<file path="config.mk">
export PLATFORM = sky130hd
export DESIGN_NAME = dm_port_arbiter_flat
export DESIGN_NICKNAME = d
export VERILOG_FILES = /design/src/rtl/dm_port_arbiter_pkg.sv /design/src/rtl/dm_port_arbiter_if.sv /design/src/rtl/dm_port_arbiter_lane_align.sv /design/src/rtl/dm_port_arbiter.sv /design/src/flat_wrapper.sv
export SDC_FILE = /design/constraint.sdc
export NUM_CORES = 1
export LEC_CHECK = 0
export CAP_MARGIN = 30
export CORE_AREA = 2 2 112 114
export CTS_CLUSTER_DIAMETER = 40
export DETAILED_ROUTE_END_ITERATION = 12
export DIE_AREA = 0 0 114 116
export DONT_BUFFER_PORTS = 1
export GPL_TIMING_DRIVEN = 0
export PLACE_DENSITY_LB_ADDON = 0.05
export SLEW_MARGIN = 20
export SYNTH_ARGS = -nofsm -noshare
export SYNTH_HDL_FRONTEND = slang
export SYNTH_SLANG_ARGS = --single-unit
export TNS_END_PERCENT = 10
</file>
<file path="constraint.sdc">
create_clock -name clk -period 6.25 [get_ports clk]
set_input_delay 0.625 -clock clk [delete_from_list [all_inputs] [get_ports clk]]
set_output_delay 0.625 -clock clk [all_outputs]
set_load 0.01 [all_outputs]
</file>
<file path="src/rtl/dm_port_arbiter_pkg.sv">
// Shared constants, state encoding and request payload for the data-memory port arbiter.
package dm_port_arbiter_pkg;

   localparam int unsigned DM_ADDR_W     = 11;
   localparam int unsigned DM_STARVE_MAX = 4;
   localparam int unsigned DM_CNT_W      = 3;
   localparam int unsigned DM_DATA_W     = 32;
   localparam int unsigned DM_BE_W       = 4;

   typedef enum logic [1:0] {
      ARB_IDLE = 2'd0,
      ARB_RD_C = 2'd1,
      ARB_RD_U = 2'd2
   } arb_state_e;

   // One requester's access: lane-aligned byte enables (0 = read), byte address, right-justified data.
   typedef struct packed {
      logic [DM_BE_W-1:0]   be;
      logic [31:0]          addr;
      logic [DM_DATA_W-1:0] wd;
   } dm_req_t;

endpackage

</file>
<file path="src/rtl/dm_port_arbiter_if.sv">
// Requester-side handshake for one arbiter port (CPU M-stage or UART loader).
interface dm_port_arbiter_if;
   import dm_port_arbiter_pkg::*;

   logic                 req;
   dm_req_t              pl;
   logic                 gnt;
   logic                 stall;
   logic                 rvalid;
   logic [DM_DATA_W-1:0] rd;

   modport master (output req, pl, input gnt, stall, rvalid, rd);
   modport slave  (input req, pl, output gnt, stall, rvalid, rd);

endinterface

</file>
<file path="src/rtl/dm_port_arbiter_lane_align.sv">
// Shifts right-justified write data onto the byte lane selected by addr[1:0].
module dm_port_arbiter_lane_align
   import dm_port_arbiter_pkg::*;
(
   input  logic [DM_DATA_W-1:0] wd,
   input  logic [1:0]           lane,
   output logic [DM_DATA_W-1:0] dina
);

   assign dina = wd << {lane, 3'b000};

endmodule

</file>
<file path="src/rtl/dm_port_arbiter.sv">
// Single-port data RAM arbiter: CPU fixed priority, UART starvation bound, 1-cycle read return routing.
module dm_port_arbiter
   import dm_port_arbiter_pkg::*;
#(
   parameter int unsigned ADDR_W     = DM_ADDR_W,
   parameter int unsigned STARVE_MAX = DM_STARVE_MAX,
   parameter int unsigned CNT_W      = DM_CNT_W
)(
   input  logic                 clk,
   input  logic                 rst,
   dm_port_arbiter_if.slave     c,
   dm_port_arbiter_if.slave     u,
   output logic [DM_BE_W-1:0]   ram_wea,
   output logic [ADDR_W-1:0]    ram_addra,
   output logic [DM_DATA_W-1:0] ram_dina,
   input  logic [DM_DATA_W-1:0] ram_douta
);

   arb_state_e           state, state_next;
   logic [CNT_W-1:0]     starve_cnt, starve_cnt_next;
   logic                 c_gnt, u_gnt, any_gnt, u_force;
   logic [DM_BE_W-1:0]   win_be;
   logic [31:0]          win_addr;
   logic [DM_DATA_W-1:0] win_wd, aligned_wd;
   logic                 unused_addr;

   // State and starvation counter
   always_ff @(posedge clk or posedge rst) begin
      if (rst) begin
         state      <= ARB_IDLE;
         starve_cnt <= '0;
      end else begin
         state      <= state_next;
         starve_cnt <= starve_cnt_next;
      end
   end

   // Grant, winner mux, read-return next state and starvation update
   always_comb begin
      state_next      = ARB_IDLE;
      starve_cnt_next = '0;
      c_gnt           = 1'b0;
      u_gnt           = 1'b0;
      win_be          = '0;
      win_addr        = '0;
      win_wd          = '0;
      u_force         = (starve_cnt == CNT_W'(STARVE_MAX));

      if (!rst) begin
         if (c.req && u.req) begin
            u_gnt = u_force;
            c_gnt = !u_force;
         end else begin
            c_gnt = c.req;
            u_gnt = u.req;
         end
      end

      if (c_gnt) begin
         win_be   = c.pl.be;
         win_addr = c.pl.addr;
         win_wd   = c.pl.wd;
      end else if (u_gnt) begin
         win_be   = u.pl.be;
         win_addr = u.pl.addr;
         win_wd   = u.pl.wd;
      end

      if (c_gnt && (c.pl.be == '0))
         state_next = ARB_RD_C;
      else if (u_gnt && (u.pl.be == '0))
         state_next = ARB_RD_U;

      // Counter only survives while U keeps asking and keeps losing
      if (u.req && !u_gnt)
         starve_cnt_next = u_force ? starve_cnt : starve_cnt + CNT_W'(1);
   end

   assign any_gnt = c_gnt | u_gnt;

   dm_port_arbiter_lane_align u_lane_align (
      .wd   (win_wd),
      .lane (win_addr[1:0]),
      .dina (aligned_wd)
   );

   assign ram_wea     = win_be;
   assign ram_addra   = win_addr[ADDR_W+1:2];
   assign ram_dina    = any_gnt ? aligned_wd : '0;
   assign unused_addr = ^win_addr[31:ADDR_W+2];

   assign c.gnt    = c_gnt;
   assign c.stall  = c.req & ~c_gnt & ~rst;
   assign c.rvalid = (state == ARB_RD_C) & ~rst;
   assign c.rd     = c.rvalid ? ram_douta : '0;

   assign u.gnt    = u_gnt;
   assign u.stall  = u.req & ~u_gnt & ~rst;
   assign u.rvalid = (state == ARB_RD_U) & ~rst;
   assign u.rd     = u.rvalid ? ram_douta : '0;

endmodule
</file>
<file path="src/flat_wrapper.sv">
// flat-port wrapper written by rule: the top's interface ports become plain ports
module dm_port_arbiter_flat import dm_port_arbiter_pkg::*;
#(
   parameter int unsigned ADDR_W     = DM_ADDR_W,
   parameter int unsigned STARVE_MAX = DM_STARVE_MAX,
   parameter int unsigned CNT_W      = DM_CNT_W
)
  (clk, rst, ram_wea, ram_addra, ram_dina, ram_douta, c_req, c_pl, c_gnt, c_stall, c_rvalid, c_rd, u_req, u_pl, u_gnt, u_stall, u_rvalid, u_rd);
  dm_port_arbiter_if c_i ();
  dm_port_arbiter_if u_i ();
  input  logic clk;
  input  logic rst;
  output logic [DM_BE_W-1:0] ram_wea;
  output logic [ADDR_W-1:0] ram_addra;
  output logic [DM_DATA_W-1:0] ram_dina;
  input  logic [DM_DATA_W-1:0] ram_douta;
  input wire logic [$bits(c_i.req)-1:0] c_req;
  input wire logic [$bits(c_i.pl)-1:0] c_pl;
  output wire logic [$bits(c_i.gnt)-1:0] c_gnt;
  output wire logic [$bits(c_i.stall)-1:0] c_stall;
  output wire logic [$bits(c_i.rvalid)-1:0] c_rvalid;
  output wire logic [$bits(c_i.rd)-1:0] c_rd;
  input wire logic [$bits(u_i.req)-1:0] u_req;
  input wire logic [$bits(u_i.pl)-1:0] u_pl;
  output wire logic [$bits(u_i.gnt)-1:0] u_gnt;
  output wire logic [$bits(u_i.stall)-1:0] u_stall;
  output wire logic [$bits(u_i.rvalid)-1:0] u_rvalid;
  output wire logic [$bits(u_i.rd)-1:0] u_rd;
  assign c_i.req = c_req;
  assign c_i.pl = c_pl;
  assign c_gnt = c_i.gnt;
  assign c_stall = c_i.stall;
  assign c_rvalid = c_i.rvalid;
  assign c_rd = c_i.rd;
  assign u_i.req = u_req;
  assign u_i.pl = u_pl;
  assign u_gnt = u_i.gnt;
  assign u_stall = u_i.stall;
  assign u_rvalid = u_i.rvalid;
  assign u_rd = u_i.rd;
  dm_port_arbiter #(.ADDR_W(ADDR_W), .STARVE_MAX(STARVE_MAX), .CNT_W(CNT_W)) u_core (.clk(clk), .rst(rst), .c(c_i), .u(u_i), .ram_wea(ram_wea), .ram_addra(ram_addra), .ram_dina(ram_dina), .ram_douta(ram_douta));
endmodule
</file>
==> impl_metrics.ini, run 1 <==
[die]
die_area_mm2 = 0.01322
core_area_mm2 = 0.01191
fp-row-count = 40
starting_utilization_of_the_core_area_pct = 15.03
die_h_um = 116
die_width_um = 114
floorplan.io_pins = 289

[yosys]
syn_area_mm2 = 0.001790
avgSynthCellArea_um2 = 6.913
synth_adder_area_share_pct = 1.398
compound_cell_area_share_of_the_yosys_netlist_pct = 40.18
synth_sequential_area_ratio_pct = 6.988
syn-instance-count = 259
synth_top_family_by_area = compound AO/OA/AOI/OAI gates
synth_seq_cells = 5
yosys_warnings = 0
synth_xor_area_share_pct = 0.4892
async_reset_ff_share_pct = 100.0
yosysUniqueCellTypes = 46
synth_simple_gate_area_share_pct = 37.95
synth_mux_area_share_pct = 5.101
ys_dominant_reg_cell = sky130_fd_sc_hd__dfrtp_1
syn_nets = 433
synth_edf_count = 0

[timing]
maxSlewViolCount = 0
hold_violations = 0
finalWorstPathRequiredPeriod_ns = 3.502
clock.fmax_mhz = 285.5
worst_clock_skew_ns = 0.0006769
worst_slew_pin_slew_ns = 0.7637
max-slew-margin-rel_pct = 48.97
min_period_over_period_pct = 56.04
unrepaired_setup_endpoints_after_global_routing = no
setup-violations-final = 0
setup_tns_ns = 0

[detailed_routing]
drt-initial-drc-count = 85
dr_total_vias = 2152
route.detailed.drc = 0
drt-vias-per-instance = 5.249
route.detailed.wl_per_inst_um = 24.90
drtAntennaViolNets = 0
wirelength_um = 10210
firstDrtPassIters = 4

[clock_network]
post_cts_resize_count = 0
cts_tree = built
clockBufferDepth = 2
clkSinkCount = 5
htree_num_levels = 1
cts.clk_slew.worst_paths_ns = 0.03
clk-insertion-delay-late_ns = 0.23
postCtsHoldBufs = 0
postCtsSetupRepairBufs = 0
clockRootBuffer = sky130_fd_sc_hd__clkbuf_16
cts_buffers = 3

[worst_setup_path]
path_max_fanout = 10
startpoint_type = flip-flop
worst_path_dominant_cell_family = compound AO/OA/AOI/OAI gates
worstRegToRegCells = 8
crit_chain = inv_1 > ha_1 > a21bo_2 > nand2_4 > inv_4 > a22oi_1 > mux2_2 > a221oi_1
crit_slowest_cell = sky130_fd_sc_hd__a22oi_1
critPathKind = flip-flop to output port
timing.critical_path.arrival_ns = 2.88
crit_required_ns = 5.62
regToRegSetupSlack_ns = 4.03
endpoint_of_the_lowest_slack_register_to_register_path = u_core.state[0]
crit-reg2reg-launch = u_core.starve_cnt[0]
path_buf_inv = 2
worstSetupEndpointType = output port
critical_path.max_stage_delay_ns = 0.61

[global_route]
first_global_vias = 2075
grt-busiest-layer = met2
grt_overflow = 0
grt_start_max_net_pins = 11
number_of_antenna_violations_at_the_first_check_in_global_routing = 0
grt_usage_pct = 13.83
grt_pass1_wl_um = 13550
gr-usage-met3_pct = 2.720
grtUsageMet2_pct = 27.62
use_met1_pct = 15.73

[layout]
finalNetCount = 438
cell_area_after_layout_mm2 = 0.002053
final_layout_size_suffix_gt1_share_pct = 9.506
final_cell_mix = sky130_fd_sc_hd__and2_1, sky130_fd_sc_hd__a22o_1, sky130_fd_sc_hd__o21ai_0, sky130_fd_sc_hd__nor2_1, sky130_fd_sc_hd__a22oi_1
area_delta_synth_final_pct = 14.68
antenna_cells = 0
leading_cell_type_in_the_layout_fill_and_taps_excluded = sky130_fd_sc_hd__and2_1

[power]
power_per_standard_cell_area_mw_per_mm2 = 123.6
share_comb_of_total_power_pct = 44.2
total_power_mw = 0.2538
power.switching_mw = 0.09496
sw_frac_of_total_pct = 37.41
power_frac_seq_pct = 14.5
power.leakage_nw = 0.7637
cell_internal_pwr_mw = 0.1589
power.clock.fraction_pct = 41.4
vdd_ir_drop_max_v = 0.00004602

[placed_design]
port-buffer-count = 0
post-dp-hpwl_um = 8614
dpl_cell_area_mm2 = 0.001974
finalWeightedCongestion = 0.7627

[worst_hold_path]
type_of_the_worst_min_delay_path = primary input to async pin

[status]
run_status = finished clean

[job]
maxCapViolCount = 0
## per-layer routing
metal	vias to the layer above	wire, um
met5	-	0
met3	2	885
met1	1013	3920
met2	172	5389
li1	965	-
met4	0	16
## cell type report
type                            count  area (um^2)
Sequential cell                     5        125.1
Inverter                            4        17.52
Buffer                             25        123.9
Multi-Input combinational cell    225         1524
Tap cell                          147        183.9
Clock buffer                        4        78.83
Fill cell                        1348         9858
## through the flow
stage               utilization (%)  cells  hold slack [ns]  worst slack [ns]
finish                        17.24    410           0.1841             2.748
global route                  17.24    410           0.2011             2.544
CTS                           17.24    410           0.1923             2.705
detailed placement            16.58    406           0.4290             2.951
global placement              16.58    406           0.4350             2.918
floorplan                         -    259           0.4035             3.416
## power groups by stage
stage / Sequential [mW] / Clock (mW) / Combinational, mW
3_3_place_gp: 0.0374 / 0 / 0.114
4_1_cts: 0.0367 / 0.106 / 0.114
6_report: 0.0367 / 0.105 / 0.112
3_5_place_dp: 0.0370 / 0 / 0.113
2_1_floorplan: 0.0366 / 0 / 0.0853
5_1_grt: 0.0372 / 0.108 / 0.123
## logic make-up after synthesis
group           Yosys count
simple gates            116
mux                       8
flops                     5
buf+inv                  29
fa+ha+maj                 2
xor+xnor                  1
compound gates           98
## registers in the layout (all words and copies together), names as in the netlist
register and flops:
u_core.state 2, u_core.starve_cnt 3
## worst max path at each step
| stage | from | endpoint | slack (ns) | depth (start not counted) |
|---|---|---|---|---|
| global placement | u_core.starve_cnt[0] | ram_dina[30] | 2.92 | 8 |
| detailed placement | u_core.starve_cnt[0] | ram_dina[30] | 2.95 | 8 |
| global route | u_core.starve_cnt[0] | ram_dina[30] | 2.54 | 8 |
| CTS | u_core.starve_cnt[0] | ram_dina[30] | 2.71 | 8 |
| finish | u_core.starve_cnt[0] | ram_dina[30] | 2.75 | 8 |
| floorplan | u_core.starve_cnt[0] | ram_dina[30] | 3.42 | 8 |
## Yosys cell counts (all sizes together) (2+ instances only)
| cell type | number | area (um^2) |
|---|---|---|
| a211oi | 4 | 30.03 |
| a21oi | 7 | 35.03 |
| a221o | 2 | 20.02 |
| a221oi | 3 | 26.28 |
| a22o | 27 | 236.5 |
| a22oi | 16 | 125.1 |
| a32o | 5 | 50.05 |
| and2 | 68 | 425.4 |
| buf | 13 | 78.83 |
| clkbuf | 12 | 45.04 |
| dfrtp | 5 | 125.1 |
| ha | 2 | 25.02 |
| inv | 4 | 17.52 |
| mux2 | 3 | 41.29 |
| mux2i | 5 | 50.05 |
| nand2 | 7 | 33.78 |
| nand3 | 2 | 10.01 |
| nor2 | 18 | 67.56 |
| nor2b | 6 | 37.54 |
| nor3 | 2 | 10.01 |
| nor3b | 3 | 27.52 |
| o21ai | 24 | 120.1 |
| o22ai | 4 | 25.02 |
| o31ai | 2 | 15.01 |
| or2 | 4 | 25.03 |
(Power assumes the default switching activity.)
==> run 2: changes to the inputs <==
==> constraint.sdc (replaced) <==
create_clock -name clk -period 3 [get_ports clk]
set_input_delay 0.3 -clock clk [delete_from_list [all_inputs] [get_ports clk]]
set_output_delay 0.3 -clock clk [all_outputs]
set_load 0.01 [all_outputs]
==> run 2 against run 1 <==
Effect of this change: sequential power increased by 110%; setup slack got worse by 2.6 ns; clock power increased by 110%; clock skew about the same; critical path depth unchanged; first-iteration DRC count increased by 12%; hold slack improved by 0.058 ns; combinational power increased by 120%; non-clock buffer count increased by 1; largest power group unchanged.
==> impl_metrics.ini, run 2 (synthesis results as in run 1) <==
[power]
power.leakage_nw = 0.7922
vdd_ir_drop_max_v = 0.00009677
power_per_standard_cell_area_mw_per_mm2 = 255.0
total_power_mw = 0.5389

[worst_hold_path]
min_to = u_core.state[1]
holdCritStartpoint = u_pl[67]
worstHoldPathCells = 2
type_of_the_worst_min_delay_path = primary input to flip-flop

[clock_network]
clk-insertion-delay-late_ns = 0.23
htree_num_levels = 1
cts.clk_slew.worst_paths_ns = 0.03
cts_buffers = 3
clockBufferDepth = 2
cts_tree = built
clockRootBuffer = sky130_fd_sc_hd__clkbuf_16
postCtsSetupRepairBufs = 0
clkSinkCount = 5

[global_route]
gr-usage-met3_pct = 2.720
grt_overflow = 0
grt_usage_pct = 13.87
grt_start_max_net_pins = 11
grt_pass1_wl_um = 13590
use_met1_pct = 15.79
first_global_vias = 2083
grtUsageMet2_pct = 27.70
grt-busiest-layer = met2
number_of_antenna_violations_at_the_first_check_in_global_routing = 0

[placed_design]
finalWeightedCongestion = 0.7627
post-dp-hpwl_um = 8614
port-buffer-count = 0

[timing]
finalWorstPathRequiredPeriod_ns = 2.856
max-slew-margin-rel_pct = 49.70
min_period_over_period_pct = 95.21
worst_slew_pin_slew_ns = 0.7528
unrepaired_setup_endpoints_after_global_routing = yes
clock.fmax_mhz = 350.1
worst_clock_skew_ns = 0.0005050
hold_violations = 0
setup-violations-final = 0
maxSlewViolCount = 0

[layout]
area_occupied_by_multi_input_gates_mm2 = 0.001564
max_ffs_per_register = 3
area_delta_synth_final_pct = 18.03
final.fill_count = 1344
regMostFlops = u_core.starve_cnt
final_layout_size_suffix_gt1_share_pct = 12.88
finalNetCount = 439
leading_cell_type_in_the_layout_fill_and_taps_excluded = sky130_fd_sc_hd__and2_1
final_core_utilization_pct = 17.74
layout_top_registers = u_core.starve_cnt x3, u_core.state x2
final_cell_mix = sky130_fd_sc_hd__and2_1, sky130_fd_sc_hd__a22o_1, sky130_fd_sc_hd__o21ai_0, sky130_fd_sc_hd__nor2_1, sky130_fd_sc_hd__a22oi_1
final-seq-area_um2 = 125.1
antenna_cells = 0

[worst_setup_path]
critPathKind = flip-flop to output port
startpoint_type = flip-flop
endpoint_of_the_lowest_slack_register_to_register_path = u_core.state[0]
worstRegToRegCells = 8
timing.critical_path.arrival_ns = 2.56
worstSetupEndpointType = output port
crit-reg2reg-launch = u_core.starve_cnt[0]
crit_required_ns = 2.70
path_max_fanout = 10
regToRegSetupSlack_ns = 0.82

[detailed_routing]
drt-vias-per-instance = 5.316
route.detailed.drc = 0
firstDrtPassIters = 4
drtAntennaViolNets = 0
wirelength_um = 10190
route.detailed.wl_per_inst_um = 24.80
dr_total_vias = 2185
drt-initial-drc-count = 95

[job]
maxCapViolCount = 0

[die]
die_h_um = 116
floorplan.io_pins = 289
core_area_mm2 = 0.01191
starting_utilization_of_the_core_area_pct = 15.03
die_area_mm2 = 0.01322
fp-row-count = 40
die_width_um = 114

[status]
run_status = finished clean
run 2: cell types whose count changed in the layout (fill, tap and decap cells not counted), moves of 2 or more:
| cell | delta |
|---|---|
| sky130_fd_sc_hd__a221oi_1 | -3 |
| sky130_fd_sc_hd__a221oi_2 | +3 |
| sky130_fd_sc_hd__clkbuf_1 | -3 |
| sky130_fd_sc_hd__clkbuf_2 | +3 |
| sky130_fd_sc_hd__o31ai_1 | -2 |
| sky130_fd_sc_hd__o31ai_2 | +2 |
run 2: how the worst max path moves through the flow:
| stage | startpoint | to | slack [ns] |
|---|---|---|---|
| 2_1_floorplan | u_core.starve_cnt[0] | ram_dina[30] | 0.49 |
| 3_3_place_gp | u_core.starve_cnt[0] | ram_dina[30] | -0.007 |
| 3_5_place_dp | u_core.starve_cnt[0] | ram_dina[30] | 0.03 |
| 4_1_cts | u_core.starve_cnt[0] | ram_dina[30] | 0.02 |
| 6_report | u_core.starve_cnt[0] | ram_dina[17] | 0.14 |
| 5_1_grt | u_core.starve_cnt[0] | ram_dina[30] | -0.01 |
run 2: layer usage:
| layer | up-vias | routed length, um |
|---|---|---|
| met5 | - | 0 |
| met4 | 0 | 16 |
| met3 | 2 | 884 |
| met2 | 171 | 5445 |
| met1 | 1044 | 3847 |
| li1 | 968 | - |
run 2: report_power, final:
group	total (mW)	internal [mW]	leakage, nW	switching [mW]
Combinational	0.243	0.0884	0.686	0.155
Sequential	0.0765	0.0722	0.0677	0.00425
Clock	0.219	0.176	0.0382	0.0431
run 2: layout make-up:
cell class              count  share of cell area [%]
plain buffers              25                   6.335
clock buffers               4                   3.730
inverters                   4                  0.8289
multi-input cells         225                   74.01
flip-flops and latches      5                   5.921
well taps                 147                   8.703
repair buffers              1                  0.4737
run 2: critical path, cell delays in order (launching register included):
cell and delay, ns:
sky130_fd_sc_hd__dfrtp_1 0.39, sky130_fd_sc_hd__inv_1 0.07, sky130_fd_sc_hd__ha_1 0.26, sky130_fd_sc_hd__and3_1 0.25, sky130_fd_sc_hd__nor3b_4 0.08, sky130_fd_sc_hd__buf_6 0.15, sky130_fd_sc_hd__a22oi_2 0.52, sky130_fd_sc_hd__nand2_1 0.24
sky130_fd_sc_hd__o22ai_1 0.36
run 2: metrics by stage:
step / hold slack [ns] / cell area [um^2] / setup slack (ns) / std cells / setup TNS, ns
after global placement: 0.1100 / 1974 / -0.006911 / 406 / -0.006911
after floorplan: 0.07852 / 1790 / 0.4914 / 259 / 0
after CTS: 0.2538 / 2088 / 0.01598 / 411 / 0
after global routing: 0.2593 / 2113 / -0.01393 / 411 / -0.03044
final: 0.2419 / 2113 / 0.1436 / 411 / 0
after detailed placement: 0.1040 / 1974 / 0.02571 / 406 / 0
run 2: timing repair:
item | in CTS | in global routing
hold buffers | 1 | 0
resized for setup | 5 | 10
hold endpoints to repair | 5 | 0
setup endpoints to repair | 8 | 18
pin swaps | 0 | 2
